### src/rtl/led_count_pkg.sv
// Shared types and constants for the LED counting sequencer.
package led_count_pkg;

  typedef enum logic [1:0] {
    IDLE  = 2'd0,
    RUN   = 2'd1,
    PAUSE = 2'd2,
    DONE  = 2'd3
  } state_e;

  localparam logic FREQ_1HZ  = 1'b1;
  localparam logic FREQ_10HZ = 1'b0;

  localparam int DB_CYCLES_DEF = 1000000;

endpackage

### src/rtl/led_count_ctrl_if.sv
// Button/divider/LED signal bundle of led_count_ctrl; slave = controller side.
interface led_count_ctrl_if #(
  parameter int CNT_W = 8
);
  logic             btn_start;
  logic             btn_stop;
  logic             btn_speed;
  logic             dir;
  logic             tick_in;
  logic             sel_freq;
  logic             div_rst;
  logic [CNT_W-1:0] led;
  logic             running;
  logic             done;

  modport slave (
    input  btn_start, btn_stop, btn_speed, dir, tick_in,
    output sel_freq, div_rst, led, running, done
  );

  modport master (
    output btn_start, btn_stop, btn_speed, dir, tick_in,
    input  sel_freq, div_rst, led, running, done
  );
endinterface

### src/rtl/led_count_ctrl_btn_debounce.sv
// Level debouncer: output follows input only after DB_CYCLES stable cycles.
module btn_debounce #(
  parameter int DB_CYCLES = 1000000
) (
  input  logic clk_in,
  input  logic rst,
  input  logic din,
  output logic dout
);
  localparam int CW = $clog2(DB_CYCLES + 1);

  logic [CW-1:0] cnt_q, cnt_d;
  logic          stable_q, stable_d;

  always_comb begin
    cnt_d    = '0;
    stable_d = stable_q;
    if (din != stable_q) begin
      if (cnt_q == CW'(DB_CYCLES - 1)) stable_d = din;
      else                             cnt_d    = cnt_q + 1'b1;
    end
  end

  always_ff @(posedge clk_in or posedge rst) begin
    if (rst) begin
      cnt_q    <= '0;
      stable_q <= 1'b0;
    end else begin
      cnt_q    <= cnt_d;
      stable_q <= stable_d;
    end
  end

  assign dout = stable_q;
endmodule

### src/rtl/led_count_ctrl.sv
// Start/stop sequencer for the LED counter and clock divider.
// Define LED_COUNT_CTRL_DEBOUNCE_EN to debounce the three buttons.
module led_count_ctrl
  import led_count_pkg::*;
#(
  parameter int CNT_W     = 8,
  parameter int CNT_MAX   = 255,
  parameter int DB_CYCLES = DB_CYCLES_DEF
) (
  input  logic                 clk_in,
  input  logic                 rst,
  led_count_ctrl_if.slave      bus
);
  localparam int NIN = 4;  // {tick, speed, stop, start}
  localparam logic [CNT_W-1:0] MAX_V = CNT_W'(CNT_MAX);

  logic [NIN-1:0] raw, sync1_q, sync2_q, lvl, lvl_q, press_q, press_d;

  assign raw = {bus.tick_in, bus.btn_speed, bus.btn_stop, bus.btn_start};

`ifdef LED_COUNT_CTRL_DEBOUNCE_EN
  for (genvar i = 0; i < NIN - 1; i++) begin : g_db
    btn_debounce #(.DB_CYCLES(DB_CYCLES)) u_db (
      .clk_in (clk_in),
      .rst    (rst),
      .din    (sync2_q[i]),
      .dout   (lvl[i])
    );
  end
  assign lvl[NIN-1] = sync2_q[NIN-1];
`else
  assign lvl = sync2_q;
`endif

  // Registered edge pulse gives the 3-cycle raw-to-action latency.
  always_comb press_d = lvl & ~lvl_q;

  always_ff @(posedge clk_in or posedge rst) begin
    if (rst) begin
      sync1_q <= '0;
      sync2_q <= '0;
      lvl_q   <= '0;
      press_q <= '0;
    end else begin
      sync1_q <= raw;
      sync2_q <= sync1_q;
      lvl_q   <= lvl;
      press_q <= press_d;
    end
  end

  logic start_p, stop_p, speed_p, tick_p;
  assign {tick_p, speed_p, stop_p, start_p} = press_q;

  state_e           state_q, state_d;
  logic [CNT_W-1:0] led_q, led_d, nxt;
  logic             dir_q, dir_d, sel_q, sel_d;
  logic             running_q, running_d, done_q, done_d, div_rst_q, div_rst_d;

  always_comb begin
    state_d = state_q;
    led_d   = led_q;
    dir_d   = dir_q;
    sel_d   = sel_q;
    nxt     = dir_q ? led_q + 1'b1 : led_q - 1'b1;
    if (speed_p) sel_d = ~sel_q;
    case (state_q)
      IDLE: begin
        led_d = '0;
        if (start_p && !stop_p) begin
          state_d = RUN;
          dir_d   = bus.dir;
          led_d   = bus.dir ? '0 : MAX_V;
        end
      end
      RUN: begin
        if (tick_p) led_d = nxt;
        // A terminal tick beats a simultaneous stop.
        if (tick_p && nxt == (dir_q ? MAX_V : '0)) state_d = DONE;
        else if (stop_p)                           state_d = PAUSE;
      end
      PAUSE: begin
        if (stop_p) begin
          state_d = IDLE;
          led_d   = '0;
        end else if (start_p) begin
          state_d = RUN;
        end
      end
      DONE: begin
        if (stop_p) begin
          state_d = IDLE;
          led_d   = '0;
        end else if (start_p) begin
          state_d = RUN;
          dir_d   = bus.dir;
          led_d   = bus.dir ? '0 : MAX_V;
        end
      end
      default: state_d = IDLE;
    endcase
    running_d = (state_d == RUN);
    done_d    = (state_d == DONE);
    div_rst_d = (state_d != RUN);
  end

  always_ff @(posedge clk_in or posedge rst) begin
    if (rst) begin
      state_q   <= IDLE;
      led_q     <= '0;
      dir_q     <= 1'b1;
      sel_q     <= FREQ_1HZ;
      running_q <= 1'b0;
      done_q    <= 1'b0;
      div_rst_q <= 1'b1;
    end else begin
      state_q   <= state_d;
      led_q     <= led_d;
      dir_q     <= dir_d;
      sel_q     <= sel_d;
      running_q <= running_d;
      done_q    <= done_d;
      div_rst_q <= div_rst_d;
    end
  end

  assign bus.led      = led_q;
  assign bus.sel_freq = sel_q;
  assign bus.div_rst  = div_rst_q;
  assign bus.running  = running_q;
  assign bus.done     = done_q;
endmodule

### src/flat_wrapper.sv
// flat-port wrapper written by rule: the top's interface ports become plain ports
module led_count_ctrl_flat import led_count_pkg::*;
#(
  parameter int CNT_W     = 8,
  parameter int CNT_MAX   = 255,
  parameter int DB_CYCLES = DB_CYCLES_DEF
)
  (clk_in, rst, bus_btn_start, bus_btn_stop, bus_btn_speed, bus_dir, bus_tick_in, bus_sel_freq, bus_div_rst, bus_led, bus_running, bus_done);
  led_count_ctrl_if #(.CNT_W(CNT_W)) bus_i ();
  input  logic clk_in;
  input  logic rst;
  input wire logic [$bits(bus_i.btn_start)-1:0] bus_btn_start;
  input wire logic [$bits(bus_i.btn_stop)-1:0] bus_btn_stop;
  input wire logic [$bits(bus_i.btn_speed)-1:0] bus_btn_speed;
  input wire logic [$bits(bus_i.dir)-1:0] bus_dir;
  input wire logic [$bits(bus_i.tick_in)-1:0] bus_tick_in;
  output wire logic [$bits(bus_i.sel_freq)-1:0] bus_sel_freq;
  output wire logic [$bits(bus_i.div_rst)-1:0] bus_div_rst;
  output wire logic [$bits(bus_i.led)-1:0] bus_led;
  output wire logic [$bits(bus_i.running)-1:0] bus_running;
  output wire logic [$bits(bus_i.done)-1:0] bus_done;
  assign bus_i.btn_start = bus_btn_start;
  assign bus_i.btn_stop = bus_btn_stop;
  assign bus_i.btn_speed = bus_btn_speed;
  assign bus_i.dir = bus_dir;
  assign bus_i.tick_in = bus_tick_in;
  assign bus_sel_freq = bus_i.sel_freq;
  assign bus_div_rst = bus_i.div_rst;
  assign bus_led = bus_i.led;
  assign bus_running = bus_i.running;
  assign bus_done = bus_i.done;
  led_count_ctrl #(.CNT_W(CNT_W), .CNT_MAX(CNT_MAX), .DB_CYCLES(DB_CYCLES)) u_core (.clk_in(clk_in), .rst(rst), .bus(bus_i));
endmodule
### config.mk
export PLATFORM = sky130hd
export DESIGN_NAME = led_count_ctrl_flat
export DESIGN_NICKNAME = d
export VERILOG_FILES = /design/src/rtl/led_count_pkg.sv /design/src/rtl/led_count_ctrl_if.sv /design/src/rtl/led_count_ctrl_btn_debounce.sv /design/src/rtl/led_count_ctrl.sv /design/src/flat_wrapper.sv
export SDC_FILE = /design/constraint.sdc
export NUM_CORES = 1
export LEC_CHECK = 0
export CORE_ASPECT_RATIO = 0.7
export CORE_UTILIZATION = 40
export DETAILED_ROUTE_END_ITERATION = 10
export GPL_TIMING_DRIVEN = 0
export MAX_ROUTING_LAYER = met4
export PLACE_DENSITY = 0.6
export SETUP_SLACK_MARGIN = 0.05
export SYNTH_ARGS = -nofsm -noshare
export SYNTH_HDL_FRONTEND = slang
export SYNTH_SLANG_ARGS = --single-unit
### constraint.sdc
create_clock -name clk_in -period 2.5 [get_ports clk_in]
set_clock_uncertainty 0.2 [all_clocks]
set_input_delay 0.75 -clock clk_in [delete_from_list [all_inputs] [get_ports clk_in]]
set_output_delay 0.75 -clock clk_in [all_outputs]
set_load 0.01 [all_outputs]
==> reports/metrics.cfg <==
[synthesis]
synthAdderAreaFrac = 0.0612
synth_common_cells = dfrtp_1 (28), nor2_1 (24), a21oi_1 (17)
syn_inst = 148
yosys_warnings = 0
ys_types = 41
synth_ff_type = dfrtp_1
synth_seq_cells = 31
synth.area.top_cells = dfrtp_1 (45%), nor2_1 (5.8%), a21oi_1 (5.5%)
synth_top_area_cell = dfrtp_1
synth_most_common_cell = dfrtp_1
synth-xor-area-share = 0.0226
yosysSeqAreaShare = 0.502
synth_simple_gate_area_frac = 0.193
synth_top_family_by_area = compound AO/OA/AOI/OAI gates
synthesis.area_sq_um = 1550
synth_top_area_share = 0.451
synth-compound-area-share = 0.202
synth_mux_area_frac = 0
syn-mean-instance-area_sq_um = 10.5
ys_async_sr_fraction = 1.00
synth_edf_count = 0
synth_nets = 162

[floorplan]
die_area_sq_um = 4140
io_pins = 19
rows = 18
die_height_um = 54.1
start_util = 0.428
die-width_um = 76.5
core-area_sq_um = 3630

[clock_network]
h-tree-depth = 2
clock-sinks = 31
cts.root.buffer_cell = clkbuf_8
clockBufferDepth = 2
clk_latency_ns = 0.27
clkTransAtPathRegs_ns = 0.06
tritoncts = built
cts_hold_buf = 0
cts_buffers = 5

[power]
ir_worst_vdd_mv = 0.747
leakagePower_nw = 0.811
power.density_nw_per_um2 = 1390

[final_layout]
fin_area_sq_um = 2040
final_util = 0.564
final_nets = 191
antenna_cells = 0
area_growth_pct = 31.7
fin_cells = 228
drive_above_1_share = 0.236

[worst_setup_path]
start_kind = register
crit_required_ns = 2.44
crit_start = u_core.dir_q
r2r_setup_slack_ns = -0.14
end_kind = register
reg2reg_depth = 9
worstReg2RegStart = u_core.dir_q
crit_type = reg2reg
cp.arrival_ns = 2.57
crit_fanout = 8
reg2reg_to = u_core.state_q[0]

[place]
post_dp_cell_area_sq_um = 1860
place_congestion = 0.823
portBuffers = 18
dpl.hpwl_mm = 2.16
place_inst = 216

[sta]
hold_viol_final = 0
finalCriticalPeriod_ns = 2.64
finalSetupViolCount = 6
max_slew.worst_pin.slew_ns = 1.10
rsz0062_at_grt = yes
fmax_ghz = 0.379
min_period_over_period = 1.06
slew_headroom = 0.265
setup_ws_ns = -0.138
slew_viol_final = 0

[grt]
antenna_found_initial = 0
grt.total_usage = 0.164
grt_max_degree = 32
grt_pass1_vias = 1072
grt_overflow = 0
grt_pass1_wl_mm = 5.01

[detailed_routing]
ant_nets = 0
wirelength_mm = 2.99
wire_per_inst_um = 13.1
dr_total_vias = 1182
drc = 0
avgViaCountPerCell = 5.18
drt_pre_antenna_iters = 4
drt_iter0_drc = 68

[outcome]
violations = negative setup slack
outcome = finished with violations

[min_path]
hold_class = reg2reg
hold_depth = 0
min_from = u_core.sync1_q[2]
min_to = u_core.lvl[2]

[flow_run]
max_cap_viol_count = 0

[worst max-delay path, cell delays in order, from the launching register on]
cell and delay [ns]:
dfstp_2 0.57, inv_6 0.08, fa_2 0.39, a211oi_4 0.31, o211ai_1 0.14, nor4b_2 0.17
buf_4 0.15, and2_4 0.14, a22oi_4 0.23, o221ai_2 0.12
[how the worst max path moves through the flow]
stage                               to  slack [ns]  depth (start not counted)
finish               u_core.state_q[0]       -0.14                          9
global route         u_core.bus.led[6]       -0.27                         10
CTS                 u_core.bus.running       -0.10                          8
detailed placement   u_core.state_q[0]       -0.37                          8
global placement     u_core.state_q[0]       -0.40                          8
floorplan            u_core.state_q[0]     -0.0005                          8
[sequential cells by signal, summed over array words and instances (netlist names)]
signal	cells
u_core.bus.sel_freq	1
u_core.dir_q	1
u_core.bus.running	1
u_core.bus.led	8
u_core.lvl	4
u_core.sync1_q	4
u_core.bus.div_rst	1
u_core.press_q	4
u_core.lvl_q	4
u_core.bus.done	1
u_core.state_q	2
[final cells by class]
type                    instances  area, sq um
inverters                       4         20.0
clock buffers                   8         80.1
well taps                      50         62.6
flip-flops and latches         31          779
plain buffers                   4         16.3
fillers                       310         1580
multi-input cells             109          872
repair buffers                 22          214
[per-layer routing]
metal,vias to the layer above,track usage,part of all wire
met5,-,-,0
met1,561,0.233,0.54
met2,28,0.219,0.40
li1,588,-,-
met3,5,0.0627,0.053
met4,0,0.0288,0.0064
[cells by family after synthesis]
group	after synthesis
buffers and inverters	8
XOR/XNOR	4
AND/OR/NAND/NOR	55
flip-flops	31
adder cells (fa/ha/maj)	7
AO/OA/AOI/OAI	43
[per-stage QoR]
| step | setup TNS [ns] | power [mW] | hold slack [ns] | worst slack [ns] |
|---|---|---|---|---|
| after floorplan | -0.000498 | 1.80 | 0.131 | -0.000498 |
| after global placement | -2.14 | 2.16 | 0.133 | -0.395 |
| after detailed placement | -1.98 | 2.19 | 0.135 | -0.369 |
| after CTS | -0.493 | 2.83 | 0.148 | -0.102 |
| after global routing | -1.43 | 3.07 | 0.158 | -0.267 |
| final | -0.587 | 2.85 | 0.146 | -0.138 |
[repair_timing]
action,in CTS,in global routing
gates cloned,0,0
setup buffers,3,1
gates resized for setup,13,4
endpoints found under the setup margin,6,10
pin swaps,4,4
hold endpoints to repair,0,0
[power breakdown]
group	leakage (nW)	switching (mW)	internal, mW
Sequential	0.372	0.125	0.616
Clock	0.0395	0.158	0.197
Combinational	0.400	0.881	0.873
Total	0.811	1.16	1.69
[cells in the final DEF, fill, tap and decap left out, drive strengths merged, types with 4 or more instances in the layout]
cell	synthesis	routed
a21oi	18	18
buf	0	4
clkbuf	4	12
clkdlybuf4s50	0	18
dfrtp	28	28
ha	6	6
inv	4	4
nand2	6	6
nor2	24	24
nor2b	6	6
nor4b	4	4
o21ai	9	9
No activity file was read; power rests on OpenSTA's default activity.
